## src/rtl/scan_sel.sv

```systemverilog
// scan_sel: debounced up/down selector for the VGA mode/scan logic.
// Every raw request line is synchronised and debounced, and its rising edge
// is detected. The W-bit selector then steps up on any advance line or down
// on the retreat line. It either wraps or saturates at 0 and MAX, and it
// produces a binary value, a one-hot decode and a one-cycle change strobe.
module scan_sel #(
  parameter int N_IN      = 2,
  parameter int W         = 2,
  parameter int MAX       = 3,
  parameter int DB_CYCLES = 4,
  parameter int WRAP      = 1
) (
  input  logic            clk,
  input  logic            rst,
  input  logic [N_IN-1:0] en_in,
  input  logic            dec_in,
  output logic [W-1:0]    sdata,
  output logic [MAX:0]    sel_oh,
  output logic            step
);

  // Line N_IN is the retreat line; lines 0..N_IN-1 are the advance lines.
  localparam int           NL       = N_IN + 1;
  localparam logic [7:0]   CNT_LAST = 8'(DB_CYCLES - 1);
  localparam logic [W-1:0] MAX_V    = W'(MAX);
  localparam logic [MAX:0] OH_RST   = (MAX + 1)'(1);

  logic [NL-1:0]      raw;
  logic [NL-1:0]      sync1_q, sync2_q;
  logic [NL-1:0]      db_q, db_d;
  logic [NL-1:0][7:0] cnt_q, cnt_d;
  logic [NL-1:0]      rise_q, rise_d;
  logic               inc_req, dec_req;
  logic [W-1:0]       sdata_q, sdata_d;
  logic [MAX:0]       sel_oh_q, sel_oh_d;
  logic               step_q, step_d;

  assign raw = {dec_in, en_in};

  // Two-flop synchroniser for every raw line.
  always_ff @(posedge clk) begin
    // NOTE: state is updated with <= so that every flop samples the pre-edge values.
    if (rst) begin
      sync1_q <= '0;
      sync2_q <= '0;
    end else begin
      sync1_q <= raw;
      sync2_q <= sync1_q;
    end
  end

  // Debounce. A line's level is accepted after DB_CYCLES consecutive disagreeing samples.
  always_comb begin
    // NOTE: every output gets a default first, so no path can infer a latch.
    db_d  = db_q;
    cnt_d = '0;
    for (int i = 0; i < NL; i++) begin
      if (sync2_q[i] != db_q[i]) begin
        if (cnt_q[i] == CNT_LAST) begin
          db_d[i] = sync2_q[i];
        end else begin
          cnt_d[i] = cnt_q[i] + 8'd1;
        end
      end
    end
    rise_d = db_d & ~db_q;
  end

  // Debounced levels, counters and registered rising-edge pulses.
  always_ff @(posedge clk) begin
    if (rst) begin
      db_q   <= '0;
      cnt_q  <= '0;
      rise_q <= '0;
    end else begin
      db_q   <= db_d;
      cnt_q  <= cnt_d;
      rise_q <= rise_d;
    end
  end

  // Merge the rise pulses into one increment request and one decrement request.
  always_comb begin
    inc_req = |rise_q[N_IN-1:0];
    dec_req = rise_q[N_IN];
  end

  // Next selector value. Limits are compared explicitly, so a non-power-of-two MAX stays in range.
  always_comb begin
    sdata_d = sdata_q;
    if (inc_req && !dec_req) begin
      if (sdata_q == MAX_V) begin
        sdata_d = (WRAP != 0) ? '0 : sdata_q;
      end else begin
        sdata_d = sdata_q + W'(1);
      end
    end else if (dec_req && !inc_req) begin
      if (sdata_q == '0) begin
        sdata_d = (WRAP != 0) ? MAX_V : sdata_q;
      end else begin
        sdata_d = sdata_q - W'(1);
      end
    end
    step_d = (sdata_d != sdata_q);
    for (int k = 0; k <= MAX; k++) begin
      sel_oh_d[k] = (sdata_d == W'(k));
    end
  end

  // Selector, decode and change strobe. All three are registered together.
  always_ff @(posedge clk) begin
    if (rst) begin
      sdata_q  <= '0;
      sel_oh_q <= OH_RST;
      step_q   <= 1'b0;
    end else begin
      sdata_q  <= sdata_d;
      sel_oh_q <= sel_oh_d;
      step_q   <= step_d;
    end
  end

  assign sdata  = sdata_q;
  assign sel_oh = sel_oh_q;
  assign step   = step_q;

endmodule

```

## config.mk

```make
export PLATFORM = sky130hd
export DESIGN_NAME = scan_sel
export DESIGN_NICKNAME = d
export VERILOG_FILES = /design/src/rtl/scan_sel.sv
export SDC_FILE = /design/constraint.sdc
export NUM_CORES = 1
export LEC_CHECK = 0
export CAP_MARGIN = 10
export CORE_ASPECT_RATIO = 1.25
export CORE_MARGIN = 2
export CORE_UTILIZATION = 33
export CTS_BUF_LIST = sky130_fd_sc_hd__clkbuf_8
export DETAILED_ROUTE_END_ITERATION = 7
export GPL_TIMING_DRIVEN = 1
export PLACE_DENSITY_LB_ADDON = 0.15
export SLEW_MARGIN = 10
export SYNTH_ARGS = -nofsm -noshare
export SYNTH_HDL_FRONTEND = slang
export SYNTH_SLANG_ARGS = --single-unit
```

## constraint.sdc

```tcl
create_clock -name clk -period 2.88 [get_ports clk]
set_input_delay 0.576 -clock clk [delete_from_list [all_inputs] [get_ports clk]]
set_output_delay 0.576 -clock clk [all_outputs]
set_load 0.02 [all_outputs]
```

# Yosys cells after proc, flatten, opt, wreduce, memory -nomap -nowiden
# Index checks and enable logic that the tools add are counted.
# totals
regBits	43
in_bits	5
output_inout_bits	7
word_cells	51
# classes
addsub	5
eq_ne	11
n_mux	10
bitwise_logic	5
n_reduce_logical	10
# ops
operator	count
adder 8 x 1 -> 8 bit (second input constant)	3
equality test 8 x 2 -> 1 bit (second input constant)	3
OR reduction 3 bit	3
two-way mux 2 bit	4
equality test 2 bit (second input constant)	3
two-way mux 1 bit	6
logical NOT 2 bit	2
AND 3 bit	1
!= test 1 bit	3
NOT 1 bit	3
NOT 3 bit	1
adder 2 x 1 -> 2 bit (second input constant)	1
equality test 2 x 1 -> 1 bit (second input constant)	1
logical AND 1 bit	2
logical NOT 1 bit	2
!= test 2 bit	1
OR reduction 2 bit	1
subtractor 2 x 1 -> 2 bit (second input constant)	1

# Depth between registers and ports, before layout
# logic_depth
word_depth	6
mapped_depth	6
mapped_depth_nobuf	6

# Worst setup path before layout
# Ideal clock, no wire load.
# synth_timing
kind	flip-flop to flip-flop
startpoint	register cnt_q[16] (netlist bit)
endpoint	register cnt_q[23] (netlist bit)
setup_ns	0.115
arrival_time_ns	1.519
required_ns	2.765
setup_slack_ns	1.246
path_stages_with_launch	7
path_buffers	1
synth_period_minus_slack_ns	1.634
cell_sequence	dfxtp_1 -> ha_1 -> or4b_1 -> nor4_2 -> or3_1 -> buf_6 -> nor2_1
# synth_between
elab_chain_len	2
word_cells_on_any_way	3
# synth_rtl
item	line_no	source
start: declaration	31	logic [NL-1:0][7:0] cnt_q, cnt_d;
start signal: assignment	77	cnt_q <= cnt_d;
branches (longest 2 deep; another with adder 8 x 1 -> 8 bit)	n/a	
# Several ways; the timed one is not identified.
# A chain may end at the register's enable or synchronous reset.

# Worst setup path after layout
# layout_timing
startpoint	register sdata_q[1], in the netlist sdata[1]
endpoint	output port sdata[1]
# layout_rtl
item	line_no	source
start: declaration	34	logic [W-1:0] sdata_q, sdata_d;
start signal: assignment	117	sdata_q <= sdata_d;
end: declaration	17	output logic [W-1:0] sdata,
# No word-level cell between the ends.

==> summary by stage <==
Outcome
The run finished with clean final reports.

Layout
The synthesis-to-layout area growth is 14.3%. Leaving out fill and tap cells, the most frequent cells in the layout are dfxtp_1 (43), nor2_1 (34), xor2_1 (13), nand3_1 (13), clkdlybuf4s50_1 (11). Fill cells in the final layout number 520.

Cells fill 38.8% of the core in the end. 0 antenna diodes ended up in the layout. The most common library cell in the layout ignoring fill and taps is dfxtp_1.

The share of cells above drive strength 1 is 5.61%. The number of nets in the layout is 207.

Drt
The detail route stage leaves a number of antenna-violating nets equal to 0. Detailed routing inserted a total of 1219 vias. The detailed router's first-iteration violation count is 30.

For this run, the detailed router's first-pass iteration total came to 4. Dividing the detail-routed via count by the number of cells gives 4.72. For this run, design rule violations remaining after detail routing come to 0. The final layout contains routed wiring with a total length of 2.85 mm. After detailed routing, the average wire length per cell comes to 11.0 um.

Timing
Setup repair after global routing left no endpoint under its margin. The smallest clock period supported by the final layout is computed as 1.98 ns. The share of the cycle needed by the critical path after routing is 68.8%.

In this run the tightest slew margin relative to its limit is 64.4%. The final number of hold-violating endpoints was 0. After routing, the total negative slack on setup checks comes to 0 ns. The setup violation total in the final timing report is 0.

The highest clock rate is 505 MHz. On the final layout, the worst clock skew is 0.00271 ns. The max-slew violation total from the final report is 0. For the pin with the worst max-slew slack, the measured transition is 0.529 ns.

Clock tree
Clock tree synthesis found a total of 43 sinks. In this run, post-CTS repair resized a total of 0 instances. For this design, the CTS-stage hold fixing added 0 buffers. The number of setup buffers added after CTS is 0.

The master cell of the clock root buffer is clkbuf_8. The CTS tree is done. Buffers inserted during clock tree synthesis total 5. The clock latency at the later pin of the worst-skew pair is 0.28 ns. The count of H-tree levels built during CTS is 2.

The deepest clock path buffer count is 2. After clock tree synthesis, the clock-pin slew on the worst setup and hold paths is 0.07 ns.

Die
Row generation in the floorplan step produced 29 rows. The floorplan die area is 5780 sq um. The vertical die dimension is 84.5 um.

The number of I/O pins is 12. The die is 68.4 um wide. The total core area is 5040 sq um. The initial utilization of the core area, before any placement, comes to 33.9%.

Critical path
The total number of cells along the worst setup path is 1. Traced cell by cell, the critical path runs through clkdlybuf4s50_1. The startpoint of the most critical setup path is sdata[1].

The data arrival time at the worst-slack endpoint is 1.40 ns. The critical path ends at sdata[1]. The slowest stage of the critical path belongs to the cell clkdlybuf4s50_1.

The endpoint of the worst-slack reg-to-reg timing path is cnt_q[23]. The path depth of the worst reg2reg path is 5. The combined buffer and inverter count along the critical path is 1. The launching point of the worst reg2reg path is cnt_q[16]. Setup slack on the worst reg-to-reg path comes out at 1.03 ns. The largest single stage delay on the critical path is 0.65 ns. Grouping stages by cell kind, the critical path spends the most delay in buffers and inverters. For the worst setup path, the data required time is 2.30 ns. The worst setup path is captured at an output port. The critical-path maximum fanout is 8.

The critical path is of the flip-flop to output port type. STA classifies the critical path startpoint as a flip-flop.

Yosys
After synthesis the cells add up to 1710 sq um. After synthesis, flip-flops and latches occupy 50.3% of the total area. After synthesis, the netlist uses 31 different library cells. In the synthesized netlist, the number of instances is 182.

During synthesis, Yosys emitted a total of 0 warnings. The number of nets in the synthesized netlist is 192. The synthesized flop and latch total is 43.

After synthesis, the mean cell area works out to 9.40 sq um.

Place
During placement, the flow inserted port buffers numbering 11. The final weighted congestion in routability-driven placement is 0.748. The placed wire-length estimate is 2.10 mm.

Hold path
Counting instances, the worst hold path has a depth of 1. The path category of the worst min-delay check is flip-flop to flip-flop.

Power and ir drop
The power density relative to cell area is 519 nW/um^2. The worst-case IR drop observed on VDD is 0.000182 V. The reported leakage power is 0.709 nW.

Global route
The largest net degree at the start of global routing is 15. Global routing finished with a remaining overflow of 0. The number of global-route vias before repair was 1211.

The wire length of the first global-routing pass is 5.10 mm. The initial antenna violation count is 0. The aggregate global-route resource usage is 11.4%.

Run
Max-cap violations in this run came to 0.
cell families after synthesis:
kind of cell	Yosys count	share of synthesized area [%]
multiplexers	2	1.17
buffers and inverters	9	2.49
XOR/XNOR	22	11.3
flip-flops	43	50.3
AND/OR/NAND/NOR	92	27.2
AO/OA/AOI/OAI	9	3.95
adder cells (fa/ha/maj)	5	3.65
layout make-up:
| class | instances | area (sq um) | area share, % |
|---|---|---|---|
| Inverter | 5 | 18.8 | 0.960 |
| Clock inverter | 1 | 3.75 | 0.192 |
| Tap cell | 62 | 77.6 | 3.97 |
| Multi-Input combinational cell | 130 | 808 | 41.3 |
| Clock buffer | 5 | 68.8 | 3.52 |
| Timing Repair Buffer | 12 | 118 | 6.01 |
| Sequential cell | 43 | 861 | 44.0 |
cell usage after synthesis:
cell type | number | area share [%]
nor4_1 | 2 | 0.73
ha_1 | 5 | 3.7
a211oi_2 | 1 | 0.73
nor2_1 | 34 | 7.5
nor4b_1 | 3 | 1.5
clkbuf_1 | 2 | 0.44
inv_1 | 5 | 1.1
nand2b_1 | 5 | 1.8
mux2i_1 | 2 | 1.2
xnor2_1 | 9 | 4.6
a21oi_1 | 2 | 0.58
or3_1 | 3 | 1.1
and2_1 | 2 | 0.73
o21ba_2 | 1 | 0.58
nand3_1 | 13 | 3.8
a32o_1 | 1 | 0.58
dfxtp_1 | 43 | 50
nor3_1 | 6 | 1.8
nand2_1 | 9 | 2.0
buf_2 | 1 | 0.29
nor2b_1 | 7 | 2.6
o21ai_0 | 3 | 0.88
and3_2 | 1 | 0.44
o211a_1 | 1 | 0.58
buf_6 | 1 | 0.66
or2_2 | 1 | 0.37
xor2_1 | 13 | 6.7
nor4_2 | 1 | 0.73
and3_1 | 3 | 1.1
and3b_1 | 1 | 0.51
or4b_1 | 1 | 0.58
report_power, final:
part	switching [mW]	leakage, nW	internal, mW
sequential	0.00805	0.348	0.605
combinational	0.0318	0.320	0.0341
clock	0.178	0.0413	0.158
worst min-delay path by stage:
| stage | startpoint | end | slack (ns) |
|---|---|---|---|
| global placement | sync1_q[2] | sync2_q[2] | 0.43 |
| finish | sync1_q[2] | sync2_q[2] | 0.44 |
| CTS | sync1_q[0] | sync2_q[0] | 0.44 |
| global route | sync1_q[2] | sync2_q[2] | 0.46 |
| floorplan | sync1_q[0] | sync2_q[0] | 0.41 |
| detailed placement | sync1_q[0] | sync2_q[0] | 0.42 |
metrics by stage:
stage,power (mW),hold slack (ns),std cells,worst slack (ns),cell area (sq um)
after floorplan,0.669,0.414,182,1.25,1710
after global placement,0.692,0.432,252,0.965,1880
after detailed placement,0.694,0.425,252,0.876,1880
after CTS,1.03,0.441,258,0.883,1960
after global routing,1.06,0.460,258,0.823,1960
final,1.02,0.438,258,0.900,1960
registers in the layout (all words and copies together), names as in the netlist:
register / flops
cnt_q: 24
sync1_q: 3
step: 1
sdata: 2
rise_q: 3
sel_oh: 4
db_q: 3
sync2_q: 3
metal layers:
| metal | vias up | part of all wire [%] | track usage (%) |
|---|---|---|---|
| met5 | - | 0 | 0 |
| met4 | 0 | 2.1 | 4.91 |
| met3 | 6 | 2.8 | 3.75 |
| met2 | 11 | 53 | 19.7 |
| met1 | 574 | 42 | 12.4 |
| li1 | 628 | - | - |
(Power assumes the default switching activity.)
